`config.mk`:
```
export PLATFORM = sky130hd
export DESIGN_NAME = mmio_uart
export DESIGN_NICKNAME = d
export VERILOG_FILES = /design/src/rtl/mmio_uart_pkg.sv /design/src/rtl/mmio_uart_fifo.sv /design/src/rtl/mmio_uart.sv
export SDC_FILE = /design/constraint.sdc
export NUM_CORES = 1
export LEC_CHECK = 0
export ABC_CLOCK_PERIOD_IN_PS = 6650
export CAP_MARGIN = 20
export CORE_ASPECT_RATIO = 1.5
export CORE_UTILIZATION = 51
export DETAILED_ROUTE_END_ITERATION = 6
export PLACE_DENSITY_LB_ADDON = 0.1
export SYNTH_ARGS = -nofsm -noshare
export SYNTH_HDL_FRONTEND = slang
export SYNTH_SLANG_ARGS = --single-unit
```
`constraint.sdc`:
```
create_clock -name clk -period 6.65 [get_ports clk]
set_input_delay 1.33 -clock clk [delete_from_list [all_inputs] [get_ports clk]]
set_output_delay 1.33 -clock clk [all_outputs]
set_load 0.03 [all_outputs]
```
`src/rtl/mmio_uart_pkg.sv`:
```
// Shared definitions for the MMIO UART: register map, STATUS layout and FSM states.
package mmio_uart_pkg;

  localparam int unsigned DIV_W    = 16;
  localparam int unsigned STATUS_W = 7;

  localparam logic [1:0] OFF_TXDATA = 2'd0;
  localparam logic [1:0] OFF_RXDATA = 2'd1;
  localparam logic [1:0] OFF_STATUS = 2'd2;
  localparam logic [1:0] OFF_DIV    = 2'd3;

  localparam int unsigned ST_TX_BUSY     = 0;
  localparam int unsigned ST_TX_HOLD     = 1;
  localparam int unsigned ST_RX_NONEMPTY = 2;
  localparam int unsigned ST_RX_FULL     = 3;
  localparam int unsigned ST_RX_OVERRUN  = 4;
  localparam int unsigned ST_FRAME_ERR   = 5;
  localparam int unsigned ST_TX_DROP     = 6;

  localparam logic [DIV_W-1:0] DIV_MIN = 16'd2;

  typedef enum logic [1:0] {S_IDLE, S_START, S_DATA, S_STOP} uart_state_e;

endpackage

```
`src/rtl/mmio_uart_fifo.sv`:
```
// Small synchronous FIFO; a pop on the same edge as a push into a full FIFO frees the slot first.
module mmio_uart_fifo #(
  parameter int unsigned DEPTH = 4,
  parameter int unsigned WIDTH = 8
) (
  input  logic             clk,
  input  logic             rst,
  input  logic             push,
  input  logic             pop,
  input  logic [WIDTH-1:0] din,
  output logic [WIDTH-1:0] head,
  output logic             empty,
  output logic             full
);
  localparam int unsigned AW = $clog2(DEPTH);

  logic [AW:0]      wptr;
  logic [AW:0]      rptr;
  logic [WIDTH-1:0] mem [DEPTH];
  logic             do_push;
  logic             do_pop;

  assign empty   = (wptr == rptr);
  assign full    = (wptr[AW] != rptr[AW]) && (wptr[AW-1:0] == rptr[AW-1:0]);
  assign do_pop  = pop && !empty;
  assign do_push = push && (!full || pop);
  assign head    = mem[rptr[AW-1:0]];

  always_ff @(posedge clk or posedge rst) begin
    if (rst) begin
      wptr <= '0;
      rptr <= '0;
    end else begin
      if (do_push) wptr <= wptr + (AW+1)'(1);
      if (do_pop)  rptr <= rptr + (AW+1)'(1);
    end
  end

  always_ff @(posedge clk) begin
    if (do_push) mem[wptr[AW-1:0]] <= din;
  end

endmodule

```
`src/rtl/mmio_uart.sv`:
```
// MMIO-mapped 8N1 UART: one-byte TX hold register, RX FIFO, sticky error flags, runtime baud divisor.
module mmio_uart
  import mmio_uart_pkg::*;
#(
  parameter logic [31:0]      BASE_ADDR   = 32'h1000_0000,
  parameter logic [DIV_W-1:0] DEFAULT_DIV = 16'd868,
  parameter int unsigned      RX_DEPTH    = 4
) (
  input  logic        clk,
  input  logic        rst,
  input  logic [31:0] mmio_i_addr,
  input  logic [3:0]  mmio_i_wmask,
  input  logic [31:0] mmio_i_wdata,
  output logic [31:0] mmio_o_rdata,
  output logic        uart_o_tx,
  input  logic        uart_i_rx
);

  logic             hit_c, wr_c, wr_tx_c, wr_status_c, wr_div_c, rx_pop_c;
  logic [1:0]       sel_c;
  logic [DIV_W-1:0] div, div_wr_c;
  logic [7:0]       hold;
  logic             hold_full, rx_overrun, frame_err, tx_drop;
  logic [STATUS_W-1:0] status_c;
  logic [31:0]      rdata_c;
  logic             fifo_empty, fifo_full;
  logic [7:0]       fifo_head;

  uart_state_e      tx_state, tx_state_d;
  logic [DIV_W-1:0] tx_cnt, tx_cnt_d, tx_div, tx_div_d;
  logic [2:0]       tx_bit, tx_bit_d;
  logic [7:0]       tx_shift, tx_shift_d;
  logic             tx_d, tx_take_c, tx_end_c;

  uart_state_e      rx_state, rx_state_d;
  logic [DIV_W-1:0] rx_cnt, rx_cnt_d, rx_div, rx_div_d;
  logic [2:0]       rx_bit, rx_bit_d;
  logic [7:0]       rx_shift, rx_shift_d;
  logic             rx_meta, rx_s, rx_prev, rx_push_c, rx_ferr_c, rx_end_c, rx_half_c;

  logic unused_bits;
  assign unused_bits = ^{mmio_i_addr[1:0], mmio_i_wdata[31:16]};

  assign hit_c       = (mmio_i_addr[31:4] == BASE_ADDR[31:4]);
  assign sel_c       = mmio_i_addr[3:2];
  assign wr_c        = hit_c && (mmio_i_wmask != 4'd0);
  assign wr_tx_c     = wr_c && (sel_c == OFF_TXDATA) && mmio_i_wmask[0];
  assign rx_pop_c    = wr_c && (sel_c == OFF_RXDATA);
  assign wr_status_c = wr_c && (sel_c == OFF_STATUS) && mmio_i_wmask[0];
  assign wr_div_c    = wr_c && (sel_c == OFF_DIV) && (mmio_i_wmask[1:0] != 2'd0);
  assign div_wr_c    = {mmio_i_wmask[1] ? mmio_i_wdata[15:8] : div[15:8],
                        mmio_i_wmask[0] ? mmio_i_wdata[7:0]  : div[7:0]};

  always_comb begin
    status_c                 = '0;
    status_c[ST_TX_BUSY]     = (tx_state != S_IDLE);
    status_c[ST_TX_HOLD]     = hold_full;
    status_c[ST_RX_NONEMPTY] = !fifo_empty;
    status_c[ST_RX_FULL]     = fifo_full;
    status_c[ST_RX_OVERRUN]  = rx_overrun;
    status_c[ST_FRAME_ERR]   = frame_err;
    status_c[ST_TX_DROP]     = tx_drop;
  end

  always_comb begin
    rdata_c = '0;
    if (hit_c) begin
      case (sel_c)
        OFF_RXDATA: rdata_c = {fifo_empty, 23'd0, fifo_empty ? 8'd0 : fifo_head};
        OFF_STATUS: rdata_c = 32'(status_c);
        OFF_DIV:    rdata_c = {16'd0, div};
        default:    rdata_c = '0;
      endcase
    end
  end

  // A write into the hold register is accepted when the TX FSM drains it on the same edge.
  always_ff @(posedge clk or posedge rst) begin
    if (rst) begin
      mmio_o_rdata <= '0;
      div          <= DEFAULT_DIV;
      hold         <= '0;
      hold_full    <= 1'b0;
      rx_overrun   <= 1'b0;
      frame_err    <= 1'b0;
      tx_drop      <= 1'b0;
    end else begin
      mmio_o_rdata <= rdata_c;
      if (wr_div_c) div <= (div_wr_c < DIV_MIN) ? DIV_MIN : div_wr_c;
      if (wr_tx_c && (!hold_full || tx_take_c)) begin
        hold      <= mmio_i_wdata[7:0];
        hold_full <= 1'b1;
      end else if (tx_take_c) begin
        hold_full <= 1'b0;
      end
      if (rx_push_c && fifo_full && !rx_pop_c) rx_overrun <= 1'b1;
      else if (wr_status_c && mmio_i_wdata[ST_RX_OVERRUN]) rx_overrun <= 1'b0;
      if (rx_ferr_c) frame_err <= 1'b1;
      else if (wr_status_c && mmio_i_wdata[ST_FRAME_ERR]) frame_err <= 1'b0;
      if (wr_tx_c && hold_full && !tx_take_c) tx_drop <= 1'b1;
      else if (wr_status_c && mmio_i_wdata[ST_TX_DROP]) tx_drop <= 1'b0;
    end
  end

  always_ff @(posedge clk or posedge rst) begin
    if (rst) begin
      tx_state  <= S_IDLE;
      tx_cnt    <= '0;
      tx_bit    <= '0;
      tx_shift  <= '0;
      tx_div    <= DEFAULT_DIV;
      uart_o_tx <= 1'b1;
    end else begin
      tx_state  <= tx_state_d;
      tx_cnt    <= tx_cnt_d;
      tx_bit    <= tx_bit_d;
      tx_shift  <= tx_shift_d;
      tx_div    <= tx_div_d;
      uart_o_tx <= tx_d;
    end
  end

  // TX next state; the line level for the next bit is computed here and registered.
  always_comb begin
    tx_state_d = tx_state;
    tx_cnt_d   = tx_cnt + 16'd1;
    tx_bit_d   = tx_bit;
    tx_shift_d = tx_shift;
    tx_div_d   = tx_div;
    tx_d       = uart_o_tx;
    tx_take_c  = 1'b0;
    tx_end_c   = (tx_cnt == tx_div - 16'd1);
    case (tx_state)
      S_IDLE: begin
        tx_cnt_d = '0;
        tx_d     = 1'b1;
        if (hold_full) begin
          tx_take_c  = 1'b1;
          tx_shift_d = hold;
          tx_div_d   = div;
          tx_state_d = S_START;
          tx_d       = 1'b0;
        end
      end
      S_START: if (tx_end_c) begin
        tx_cnt_d   = '0;
        tx_bit_d   = '0;
        tx_state_d = S_DATA;
        tx_d       = tx_shift[0];
      end
      S_DATA: if (tx_end_c) begin
        tx_cnt_d = '0;
        if (tx_bit == 3'd7) begin
          tx_state_d = S_STOP;
          tx_d       = 1'b1;
        end else begin
          tx_bit_d   = tx_bit + 3'd1;
          tx_shift_d = {1'b0, tx_shift[7:1]};
          tx_d       = tx_shift[1];
        end
      end
      S_STOP: if (tx_end_c) begin
        tx_cnt_d = '0;
        if (hold_full) begin
          tx_take_c  = 1'b1;
          tx_shift_d = hold;
          tx_div_d   = div;
          tx_state_d = S_START;
          tx_d       = 1'b0;
        end else begin
          tx_state_d = S_IDLE;
          tx_d       = 1'b1;
        end
      end
      default: tx_state_d = S_IDLE;
    endcase
  end

  always_ff @(posedge clk or posedge rst) begin
    if (rst) begin
      rx_meta  <= 1'b1;
      rx_s     <= 1'b1;
      rx_prev  <= 1'b1;
      rx_state <= S_IDLE;
      rx_cnt   <= '0;
      rx_bit   <= '0;
      rx_shift <= '0;
      rx_div   <= DEFAULT_DIV;
    end else begin
      rx_meta  <= uart_i_rx;
      rx_s     <= rx_meta;
      rx_prev  <= rx_s;
      rx_state <= rx_state_d;
      rx_cnt   <= rx_cnt_d;
      rx_bit   <= rx_bit_d;
      rx_shift <= rx_shift_d;
      rx_div   <= rx_div_d;
    end
  end

  // RX next state: qualify the start bit at half a bit time, then sample once per bit.
  always_comb begin
    rx_state_d = rx_state;
    rx_cnt_d   = rx_cnt + 16'd1;
    rx_bit_d   = rx_bit;
    rx_shift_d = rx_shift;
    rx_div_d   = rx_div;
    rx_push_c  = 1'b0;
    rx_ferr_c  = 1'b0;
    rx_end_c   = (rx_cnt == rx_div - 16'd1);
    rx_half_c  = (rx_cnt == (rx_div >> 1) - 16'd1);
    case (rx_state)
      S_IDLE: begin
        rx_cnt_d = '0;
        if (rx_prev && !rx_s) begin
          rx_div_d   = div;
          rx_state_d = S_START;
        end
      end
      S_START: if (rx_half_c) begin
        rx_cnt_d   = '0;
        rx_bit_d   = '0;
        rx_state_d = rx_s ? S_IDLE : S_DATA;
      end
      S_DATA: if (rx_end_c) begin
        rx_cnt_d   = '0;
        rx_shift_d = {rx_s, rx_shift[7:1]};
        rx_bit_d   = rx_bit + 3'd1;
        if (rx_bit == 3'd7) rx_state_d = S_STOP;
      end
      S_STOP: if (rx_end_c) begin
        rx_cnt_d   = '0;
        rx_push_c  = rx_s;
        rx_ferr_c  = !rx_s;
        rx_state_d = S_IDLE;
      end
      default: rx_state_d = S_IDLE;
    endcase
  end

  mmio_uart_fifo #(.DEPTH(RX_DEPTH), .WIDTH(8)) u_rx_fifo (
    .clk   (clk),
    .rst   (rst),
    .push  (rx_push_c),
    .pop   (rx_pop_c),
    .din   (rx_shift),
    .head  (fifo_head),
    .empty (fifo_empty),
    .full  (fifo_full)
  );

endmodule
```
==> results of run 1 <==
==> cell usage in the layout, fill, tap and decap left out, types with 14 or more instances in the layout <==
cell type	Yosys	final
and3_1	17	17
clkbuf_16	0	17
clkdlybuf4s50_1	0	70
conb_1	1	15
dfrtp_1	126	126
dfstp_2	19	19
edfxtp_1	32	32
ha_1	19	19
inv_1	28	27
mux2_2	53	53
mux2_4	16	16
nand2_1	54	54
nand3_1	31	31
nor2_1	77	77
nor3_1	14	14
nor4_1	19	19
o21ai_0	30	30
xnor2_1	46	46
xor2_1	44	44
==> metal layers <==
layer | up-vias | GRT usage [%] | wire length (um)
met2 | 103 | 41.84 | 11470
met5 | - | 0 | 0
met3 | 55 | 3.559 | 445
met4 | 0 | 11.35 | 857
li1 | 3230 | - | -
met1 | 3421 | 27.08 | 8586
==> flip-flops by register name (all words and copies together) (netlist names), 8 cells and up, named ones only <==
| signal | flops |
|---|---|
| u_rx_fifo.mem | 32 |
| mmio_o_rdata | 17 |
| div | 16 |
| rx_cnt | 16 |
| rx_div | 16 |
| tx_cnt | 16 |
| tx_div | 16 |
| hold | 8 |
| rx_shift | 8 |
| tx_shift | 8 |
==> critical path, delay by kind of cell <==
kind	cells	cell delay, ns
buffers and inverters	2	0.64
and+or+nand+nor	6	2.00
AOI/OAI and AO/OA	1	0.15
==> power by group through the flow <==
stage | registers, mW | logic [mW] | clock network, mW
3_5_place_dp | 1.18 | 0.257 | 0
2_1_floorplan | 1.16 | 0.197 | 0
6_report | 1.16 | 0.256 | 1.03
3_3_place_gp | 1.18 | 0.252 | 0
5_1_grt | 1.17 | 0.287 | 1.09
4_1_cts | 1.16 | 0.258 | 1.05
==> area by class of cell <==
| cell class | instances | share of cell area [%] |
|---|---|---|
| sequential | 177 | 41.35 |
| inverter | 29 | 1.021 |
| timing repair buffer | 74 | 6.549 |
| multi-input combinational | 629 | 42.58 |
| clock buffer | 17 | 3.813 |
| clock inverter | 15 | 1.862 |
| tap | 252 | 2.826 |
==> kinds of logic (layout without fill, tap and decap cells) <==
kind of cell    Yosys count  in the layout  synth area share, %
flops                   177            177                47.40
fa+ha+maj                19             19                2.442
buf+inv                  88            135                4.396
xor+xnor                 90             90                8.099
simple gates            313            313                18.09
compound gates          105            105                7.983
mux                      87             87                11.56
other cells               1             15              0.03853
==> metrics by stage <==
stage / util [%] / worst slack, ns
finish: 59.91 / 2.620
global route: 59.91 / 2.309
CTS: 59.91 / 2.610
detailed placement: 56.51 / 2.153
global placement: 56.51 / 2.262
floorplan: - / 1.457
==> final timing paths <==
check | startpoint | endpoint | slack, ns
worst max register to register | rx_div[2]$_DFFE_PP1P_ | u_rx_fifo.mem[2][0]$_DFFE_PP_ | 2.81
worst min register to register | rx_meta$_DFF_PP1_ | rx_s$_DFF_PP1_ | 0.36
max in group asynchronous | rst | tx_bit[0]$_DFFE_PP0P_ | 4.04
worst max-delay path | mmio_i_addr[11] | u_rx_fifo.mem[2][0]$_DFFE_PP_ | 2.62
min in group asynchronous | rst | rx_shift[6]$_DFFE_PP0P_ | 1.44
worst min-delay path | rx_meta$_DFF_PP1_ | rx_s$_DFF_PP1_ | 0.36
==> flow_metrics.env, run 1 <==
export IMPL_status="finished clean"
export IMPL_hold_viol=0
export IMPL_async_flop_share_pct=81.92
export IMPL_cts_setup_buffers=0
export IMPL_synthFlopType="dfrtp_1"
export IMPL_drv_slew=0
export IMPL_antenna_found_initial=0
export IMPL_hold_buffers=0
export IMPL_setup_violations=0
export IMPL_synth_area_per_cell_um2=11.06
export IMPL_yosysMostFrequentCell="dfrtp_1"
export IMPL_fp_dieW_um=114.8
export IMPL_switching_share_pct=28.16
export IMPL_insertion_delay_ns=0.44
export IMPL_critPathMaxFanout=11
export IMPL_p_leak_nw=4.845
export IMPL_synth_edff_count=32
export IMPL_io_buffers=70
export IMPL_switchingPower_mw=0.6891
export IMPL_drc=0
export IMPL_skew_ns=0.01603
export IMPL_synth_top_area_share_pct=32.39
export IMPL_synth_distinct_cells=83
export IMPL_place_gp_congestion=0.8870
export IMPL_multi_input_area_um2=4751
export IMPL_vias=6809
export IMPL_synth_top_cell_by_area="dfrtp_1"
export IMPL_gr_usage_all_layers_pct=23.35
export IMPL_overflow=0
export IMPL_grt_pass1_vias=6999
export IMPL_pin_count=104
export IMPL_clockPowerShare_pct=42.0
export IMPL_cts_buffers=17
export IMPL_drt_pass1_iterations=4
export IMPL_worst_pin_slew_ns=0.8774
export IMPL_period_needed_ns=4.030
export IMPL_holdWs_ns=0.3605
export IMPL_drtIter0Drc=315
export IMPL_min_path_type="reg2reg"
export IMPL_reg2reg_depth=10
export IMPL_synth_top_cells_by_area="dfrtp_1 32%, edfxtp_1 9.9%, mux2_2 6.1%"
export IMPL_die_area_um2=19650
export IMPL_holdPathStages=0
export IMPL_synth_seq_cells=177
export IMPL_fin_cells=1193
export IMPL_cts_buffer_depth=2
export IMPL_ctsRootBufferMaster="clkbuf_16"
export IMPL_cp_end_kind="flop"
export IMPL_timing_fmax_mhz=248.2
export IMPL_final_cell_area_um2=11160
export IMPL_pwr_share_seq_pct=47.6
export IMPL_htreeDepth=4
export IMPL_hpwl_um=15780
export IMPL_area_sequential_um2=4613
export IMPL_crit_arrival_ns=4.12
export IMPL_path_cells="clkdlybuf4s50_1 > nor4_1 > and4_1 > nand4_1 > nor2_1 > buf_4 > a21oi_1 > nor4_4 > and2_1"
export IMPL_grt_max_degree=100
export IMPL_drv_cap=0
export IMPL_ys_top_cells_by_count="126 x dfrtp_1, 77 x nor2_1, 54 x nand2_1"
export IMPL_comb_power_share_pct=10.4
export IMPL_ir_drop_mv=0.1665
export IMPL_core_um2=18620
export IMPL_wl_per_cell_um=17.90
export IMPL_antenna_cells=0
export IMPL_vias_per_cell=5.707
export IMPL_fin_crit_sh_pct=60.60
export IMPL_rows=61
export IMPL_nNetsFinal=1018
export IMPL_powerDensity_nw_per_um2=219.3
export IMPL_clk_pin_slew_worst_paths_ns=0.08
export IMPL_p_int_mw=1.757
export IMPL_timing_setup_tns_ns=0
export IMPL_clkSinkCount=177
export IMPL_dp_cells=1161
export IMPL_die_y_um=171.2
export IMPL_cts_resized=0
export IMPL_cpPeakStageDelay_ns=0.48
export IMPL_initial_utilization_pct=52.26
export IMPL_finalPower_mw=2.446
export IMPL_syn_area_um2=9733
export IMPL_ant_nets=0
export IMPL_critPathSlowestCell="and2_1"
export IMPL_place_area_um2=10520
export IMPL_grt_pass1_wl_um=35290
export IMPL_drive_above_1_share_pct=17.32
export IMPL_drt_total_wl_um=21360
export IMPL_nFillCells=1631
export IMPL_cts_tree="done"
export IMPL_relSlewSlack_pct=41.51
export IMPL_seq_area_frac_synth_pct=47.40
export IMPL_start_kind="input pin"
export IMPL_rsz0062_at_grt="no"
export IMPL_required_ns=6.74
export IMPL_path_class="in2reg"
export IMPL_yosysWarnings=0
export IMPL_syn_inst=880
export IMPL_syn2layout_area_growth_pct=14.63
(Power assumes the default switching activity.)
==> inputs of run 2 (changes only) <==
ABC_CLOCK_PERIOD_IN_PS = 3800   (was 6650)
clock period = 3.8 ns   (was 6.65 ns; I/O delays follow)
==> run 2 against run 1 <==
Against the previous run:
- flip-flop and latch count stayed put
- cell count is 0.84% higher
- global-route usage is 0.12 points lower
- largest power group unchanged
- sequential power is 74% higher
- hold slack worse by 0.0024 ns
- sequential share of layout area is 0.38 points lower
- worst setup slack worse by 2.3 ns
- non-clock buffer count is 10 higher
- core utilization is 0.55 points higher
- clock power is 77% higher
- count of clock-buffer cells in the layout stayed put
- die area stayed put
==> flow_metrics.env, run 2 (synthesis gave the netlist of run 1 again) <==
export IMPL_ant_nets=0
export IMPL_vias_per_cell=5.646
export IMPL_path_cells="inv_1 > ha_1 > or4b_1 > nor3_4 > mux2_2 > a31oi_2 > o22ai_4 > nor4_4 > o21ai_4 > mux2_4"
export IMPL_rows=61
export IMPL_path_class="reg2reg"
export IMPL_switchingPower_mw=1.181
export IMPL_p_leak_nw=4.900
export IMPL_grt_pass1_wl_um=35270
export IMPL_crit_buf_inv=1
export IMPL_clockPowerShare_pct=42.1
export IMPL_vias=6792
export IMPL_drtIter0Drc=357
export IMPL_min_path_type="reg2reg"
export IMPL_cts_buffers=17
export IMPL_required_ns=4.12
export IMPL_hold_start="rx_meta$_DFF_PP1_"
export IMPL_timing_fmax_mhz=285.5
export IMPL_fp_dieW_um=114.8
export IMPL_crit_arrival_ns=3.82
export IMPL_place_gp_congestion=0.8814
export IMPL_syn2layout_area_growth_pct=15.68
export IMPL_largest_reg_flops=32
export IMPL_cts_buffer_depth=2
export IMPL_cts_tree="done"
export IMPL_gr_usage_all_layers_pct=23.23
export IMPL_initial_utilization_pct=52.26
export IMPL_powerDensity_nw_per_um2=383.6
export IMPL_start_kind="flop"
export IMPL_hold_viol=0
export IMPL_ctsRootBufferMaster="clkbuf_16"
export IMPL_drive_above_1_share_pct=18.51
export IMPL_pwr_share_seq_pct=46.9
export IMPL_wl_per_cell_um=17.68
export IMPL_clkSinkCount=177
export IMPL_rr_startpoint="tx_div[0]$_DFFE_PP0P_"
export IMPL_cpPeakStageDelay_ns=0.65
export IMPL_die_y_um=171.2
export IMPL_io_buffers=70
export IMPL_hpwl_um=15910
export IMPL_nNetsFinal=1028
export IMPL_cts_setup_buffers=0
export IMPL_drv_cap=0
export IMPL_utilization_pct=60.46
export IMPL_fin_crit_sh_pct=92.16
export IMPL_nFillCells=1566
export IMPL_relSlewSlack_pct=52.44
export IMPL_layout_common_cells="126 x dfrtp_1, 77 x nor2_1, 70 x clkdlybuf4s50_1, 54 x nand2_1, 53 x mux2_2"
export IMPL_pin_count=104
export IMPL_clk_pin_slew_worst_paths_ns=0.07
export IMPL_overflow=0
export IMPL_skew_ns=0.01025
export IMPL_mostFrequentLayoutCell="dfrtp_1"
export IMPL_comb_power_share_pct=11.0
export IMPL_antenna_cells=0
export IMPL_core_um2=18620
export IMPL_ir_drop_mv=0.3023
export IMPL_worst_pin_slew_ns=0.7134
export IMPL_antenna_found_initial=0
export IMPL_drt_total_wl_um=21270
export IMPL_status="finished clean"
export IMPL_critPathSlowestCell="or4b_1"
export IMPL_p_int_mw=3.138
export IMPL_timing_setup_tns_ns=0
export IMPL_period_needed_ns=3.502
export IMPL_switching_share_pct=27.35
export IMPL_insertion_delay_ns=0.43
export IMPL_drv_slew=0
export IMPL_worstSetupStartpoint="tx_div[0]$_DFFE_PP0P_"
export IMPL_setup_violations=0
export IMPL_htreeDepth=4
export IMPL_die_area_um2=19650
export IMPL_grt_pass1_vias=7108
export IMPL_rsz0062_at_grt="no"
export IMPL_drt_pass1_iterations=6
export IMPL_grt_max_degree=131
export IMPL_cp_end_kind="flop"
export IMPL_drc=0
export IMPL_critPathTopFamily="simple AND/OR/NAND/NOR gates"
export IMPL_critPathMaxFanout=16
## run 2: cell types whose count changed in the layout (fill, tap and decap cells not counted), sizes merged
| cell | delta |
|---|---|
| buf | +10 |
| bufinv | +1 |
| clkinvlp | +2 |
| clkinv | -3 |
## run 2: through the flow
stage                     setup slack, ns  total power, mW  area (um2)  instances  hold WS (ns)
after floorplan                    0.6058            2.378        9789        894        0.3452
after global placement             0.2481            2.524       10620       1171        0.3460
after detailed placement           0.1972            2.539       10620       1171        0.3472
after CTS                          0.1473            4.359       11260       1203        0.3586
after global routing               0.1313            4.490       11260       1203        0.3620
final                              0.2980            4.319       11260       1203        0.3581
## run 2: final cells by class
type	count	area, um2	area share [%]
multi-input cells	629	4755	42.23
flip-flops and latches	177	4613	40.97
repair buffers	84	830.8	7.379
clock buffers	17	425.4	3.778
well taps	252	315.3	2.800
clock inverters	15	207.7	1.845
inverters	29	112.6	1.000
## run 2: repair_timing
action	4_1_cts	5_1_grt
gates resized for setup	0	3
hold buffers	0	0
setup endpoints to repair	0	14
hold endpoints to repair	0	0
## run 2: final timing paths
check	to	slack, ns	cells after the start
min in group asynchronous	rx_shift[1]$_DFFE_PP0P_	0.66	2
worst min register to register	rx_s$_DFF_PP1_	0.36	0
max in group asynchronous	rx_div[10]$_DFFE_PP0P_	2.13	3
worst min-delay path	rx_s$_DFF_PP1_	0.36	0
worst max register to register	tx_div[15]$_DFFE_PP0P_	0.30	10
worst max-delay path	tx_div[15]$_DFFE_PP0P_	0.30	10
## run 2: power by group through the flow
stage | registers (mW) | logic [mW] | clock network [mW]
2_1_floorplan | 2.03 | 0.345 | 0
3_3_place_gp | 2.06 | 0.466 | 0
3_5_place_dp | 2.06 | 0.478 | 0
4_1_cts | 2.02 | 0.481 | 1.85
5_1_grt | 2.03 | 0.523 | 1.94
6_report | 2.02 | 0.477 | 1.82
## run 2: worst reg2reg max path, delay by kind of cell, from the launching register on
kind	cells	cell delay [ns]
flops	1	0.42
buf+inv	1	0.10
mux	2	0.73
compound gates	3	0.60
fa+ha+maj	1	0.23
simple gates	3	1.32
## run 2: routing by layer
layer  vias to the layer above  wire length [um]  track usage, %
li1                       3245                 -               -
met1                      3406              8476           26.02
met2                        97             11700           42.98
met3                        44               376           3.488
met4                         0               718           10.67
met5                         -                 0               0
==> inputs of run 3 (changes only) <==
CORE_ASPECT_RATIO = not set   (was 1.5)
==> run 3 against run 2 <==
Against the previous run:
- first-iteration DRC count is 22% lower
- sequential power hardly changed
- total power is 0.82% lower
- hold slack better by 0.00091 ns
- clock power hardly changed
- sequential share of layout area is 0.11 points higher
- critical path depth stayed put
- critical path type unchanged
- highest routed layer unchanged
==> flow_metrics.env, run 3 (synthesis gave the netlist of run 1 again) <==
export IMPL_hold_buffers=0
export IMPL_status="finished clean"
export IMPL_layout_common_cells="126 x dfrtp_1, 77 x nor2_1, 70 x clkdlybuf4s50_1, 54 x nand2_1, 53 x mux2_2"
export IMPL_pin_count=104
export IMPL_ctsRootBufferMaster="clkbuf_16"
export IMPL_wl_per_cell_um=17.44
export IMPL_cts_tree="done"
export IMPL_die_y_um=140.1
export IMPL_initial_utilization_pct=52.03
export IMPL_ir_drop_mv=0.2861
export IMPL_period_needed_ns=3.527
export IMPL_hpwl_um=15540
export IMPL_switchingPower_mw=1.202
export IMPL_drt_pass1_iterations=4
export IMPL_cp_end_kind="flop"
export IMPL_holdWs_ns=0.3590
export IMPL_clk_pin_slew_worst_paths_ns=0.08
export IMPL_clockPowerShare_pct=41.7
export IMPL_htreeDepth=4
export IMPL_required_ns=4.11
export IMPL_nNetsFinal=1028
export IMPL_start_kind="flop"
export IMPL_cts_buffer_depth=2
export IMPL_drtIter0Drc=277
export IMPL_path_cells="inv_1 > ha_1 > or4b_1 > nor3_4 > mux2_2 > a31oi_2 > o22ai_4 > nor4_4 > o21ai_4 > mux2_4"
export IMPL_p_leak_nw=4.906
export IMPL_powerDensity_nw_per_um2=381.4
export IMPL_drv_slew=0
export IMPL_drv_cap=0
export IMPL_syn2layout_area_growth_pct=15.37
export IMPL_skew_ns=0.01131
export IMPL_timing_setup_tns_ns=0
export IMPL_nFillCells=1543
export IMPL_grt_pass1_wl_um=34880
export IMPL_hold_viol=0
export IMPL_gr_usage_all_layers_pct=22.56
export IMPL_crit_arrival_ns=3.84
export IMPL_grt_max_degree=54
export IMPL_cts_resized=0
export IMPL_min_path_type="reg2reg"
export IMPL_critPathMaxFanout=16
export IMPL_largest_reg_flops=32
export IMPL_area_sequential_um2=4613
export IMPL_rows=50
export IMPL_clkSinkCount=177
export IMPL_critPathSlowestCell="or4b_1"
export IMPL_path_class="reg2reg"
export IMPL_ant_nets=0
export IMPL_die_area_um2=19640
export IMPL_insertion_delay_ns=0.43
export IMPL_switching_share_pct=28.06
export IMPL_drc=0
export IMPL_mostFrequentLayoutCell="dfrtp_1"
export IMPL_drt_total_wl_um=20670
export IMPL_relSlewSlack_pct=50.15
export IMPL_antenna_cells=0
export IMPL_cpPeakStageDelay_ns=0.64
export IMPL_grt_pass1_vias=6974
export IMPL_vias=6774
export IMPL_core_um2=18710
export IMPL_setup_violations=0
export IMPL_multi_input_area_um2=4753
export IMPL_cts_buffers=17
export IMPL_cts_setup_buffers=0
export IMPL_p_int_mw=3.082
export IMPL_drive_above_1_share_pct=18.30
export IMPL_fin_crit_sh_pct=92.82
export IMPL_pwr_share_seq_pct=47.6
export IMPL_comb_power_share_pct=10.8
export IMPL_rsz0062_at_grt="no"
export IMPL_fp_dieW_um=140.1
export IMPL_antenna_found_initial=0
export IMPL_worst_pin_slew_ns=0.7461
export IMPL_place_gp_congestion=0.8703
export IMPL_timing_fmax_mhz=283.5
export IMPL_vias_per_cell=5.716
export IMPL_io_buffers=70
export IMPL_overflow=0
-- run 3: cell types whose count changed in the layout (fill, tap and decap cells not counted) --
| cell | before | now |
|---|---|---|
| clkinv_8 | 6 | 7 |
| nor2b_1 | 9 | 8 |
| and2_1 | 7 | 10 |
| and2_2 | 3 | 0 |
| nor2b_2 | 0 | 1 |
| bufinv_16 | 1 | 0 |
| clkinvlp_4 | 3 | 1 |
| inv_8 | 2 | 4 |
| inv_6 | 3 | 2 |
| clkinv_4 | 0 | 1 |
-- run 3: cell type report --
type | count | share of cell area, %
inverter | 29 | 1.003
clock inverter | 15 | 1.794
sequential | 177 | 41.08
multi-input combinational | 629 | 42.33
tap | 234 | 2.607
clock buffer | 17 | 3.788
timing repair buffer | 84 | 7.398
-- run 3: critical path: cells and delay by family (launching register included) --
kind / cells / cell delay [ns]
simple gates: 3 / 1.30
mux: 2 / 0.74
compound gates: 3 / 0.61
flops: 1 / 0.43
fa+ha+maj: 1 / 0.23
buf+inv: 1 / 0.10
-- run 3: worst paths after layout --
check / startpoint / end / slack [ns] / cells after the start
worst min register to register: rx_meta$_DFF_PP1_ / rx_s$_DFF_PP1_ / 0.36 / 0
worst max register to register: tx_div[0]$_DFFE_PP0P_ / tx_div[4]$_DFFE_PP0P_ / 0.27 / 10
worst min-delay path: rx_meta$_DFF_PP1_ / rx_s$_DFF_PP1_ / 0.36 / 0
worst max-delay path: tx_div[0]$_DFFE_PP0P_ / tx_div[4]$_DFFE_PP0P_ / 0.27 / 10
max in group asynchronous: rst / uart_o_tx$_DFFE_PP1P_ / 2.21 / 3
min in group asynchronous: rst / tx_shift[1]$_DFFE_PP0P_ / 0.80 / 2
-- run 3: power groups by stage --
stage,registers [mW],clock network [mW],logic [mW]
3_3_place_gp,2.07,0,0.442
2_1_floorplan,2.03,0,0.345
3_5_place_dp,2.07,0,0.459
4_1_cts,2.04,1.83,0.464
5_1_grt,2.04,1.90,0.516
6_report,2.04,1.79,0.461
-- run 3: per-layer routing --
metal | track usage [%] | up-vias | wire [um]
met5 | 0 | - | 0
met4 | 7.634 | 0 | 465
met3 | 4.444 | 29 | 558
met2 | 38.97 | 104 | 10370
met1 | 28.31 | 3401 | 9267
li1 | - | 3240 | -
-- run 3: stage by stage --
stage | util [%] | cells | power, mW | worst slack, ns | cell area, um2
floorplan | - | 894 | 2.378 | 0.6058 | 9789
global placement | 56.67 | 1153 | 2.510 | 0.3224 | 10600
detailed placement | 56.67 | 1153 | 2.533 | 0.2710 | 10600
CTS | 60.02 | 1185 | 4.326 | 0.2480 | 11230
global route | 60.03 | 1185 | 4.461 | 0.02814 | 11230
finish | 60.03 | 1185 | 4.283 | 0.2729 | 11230
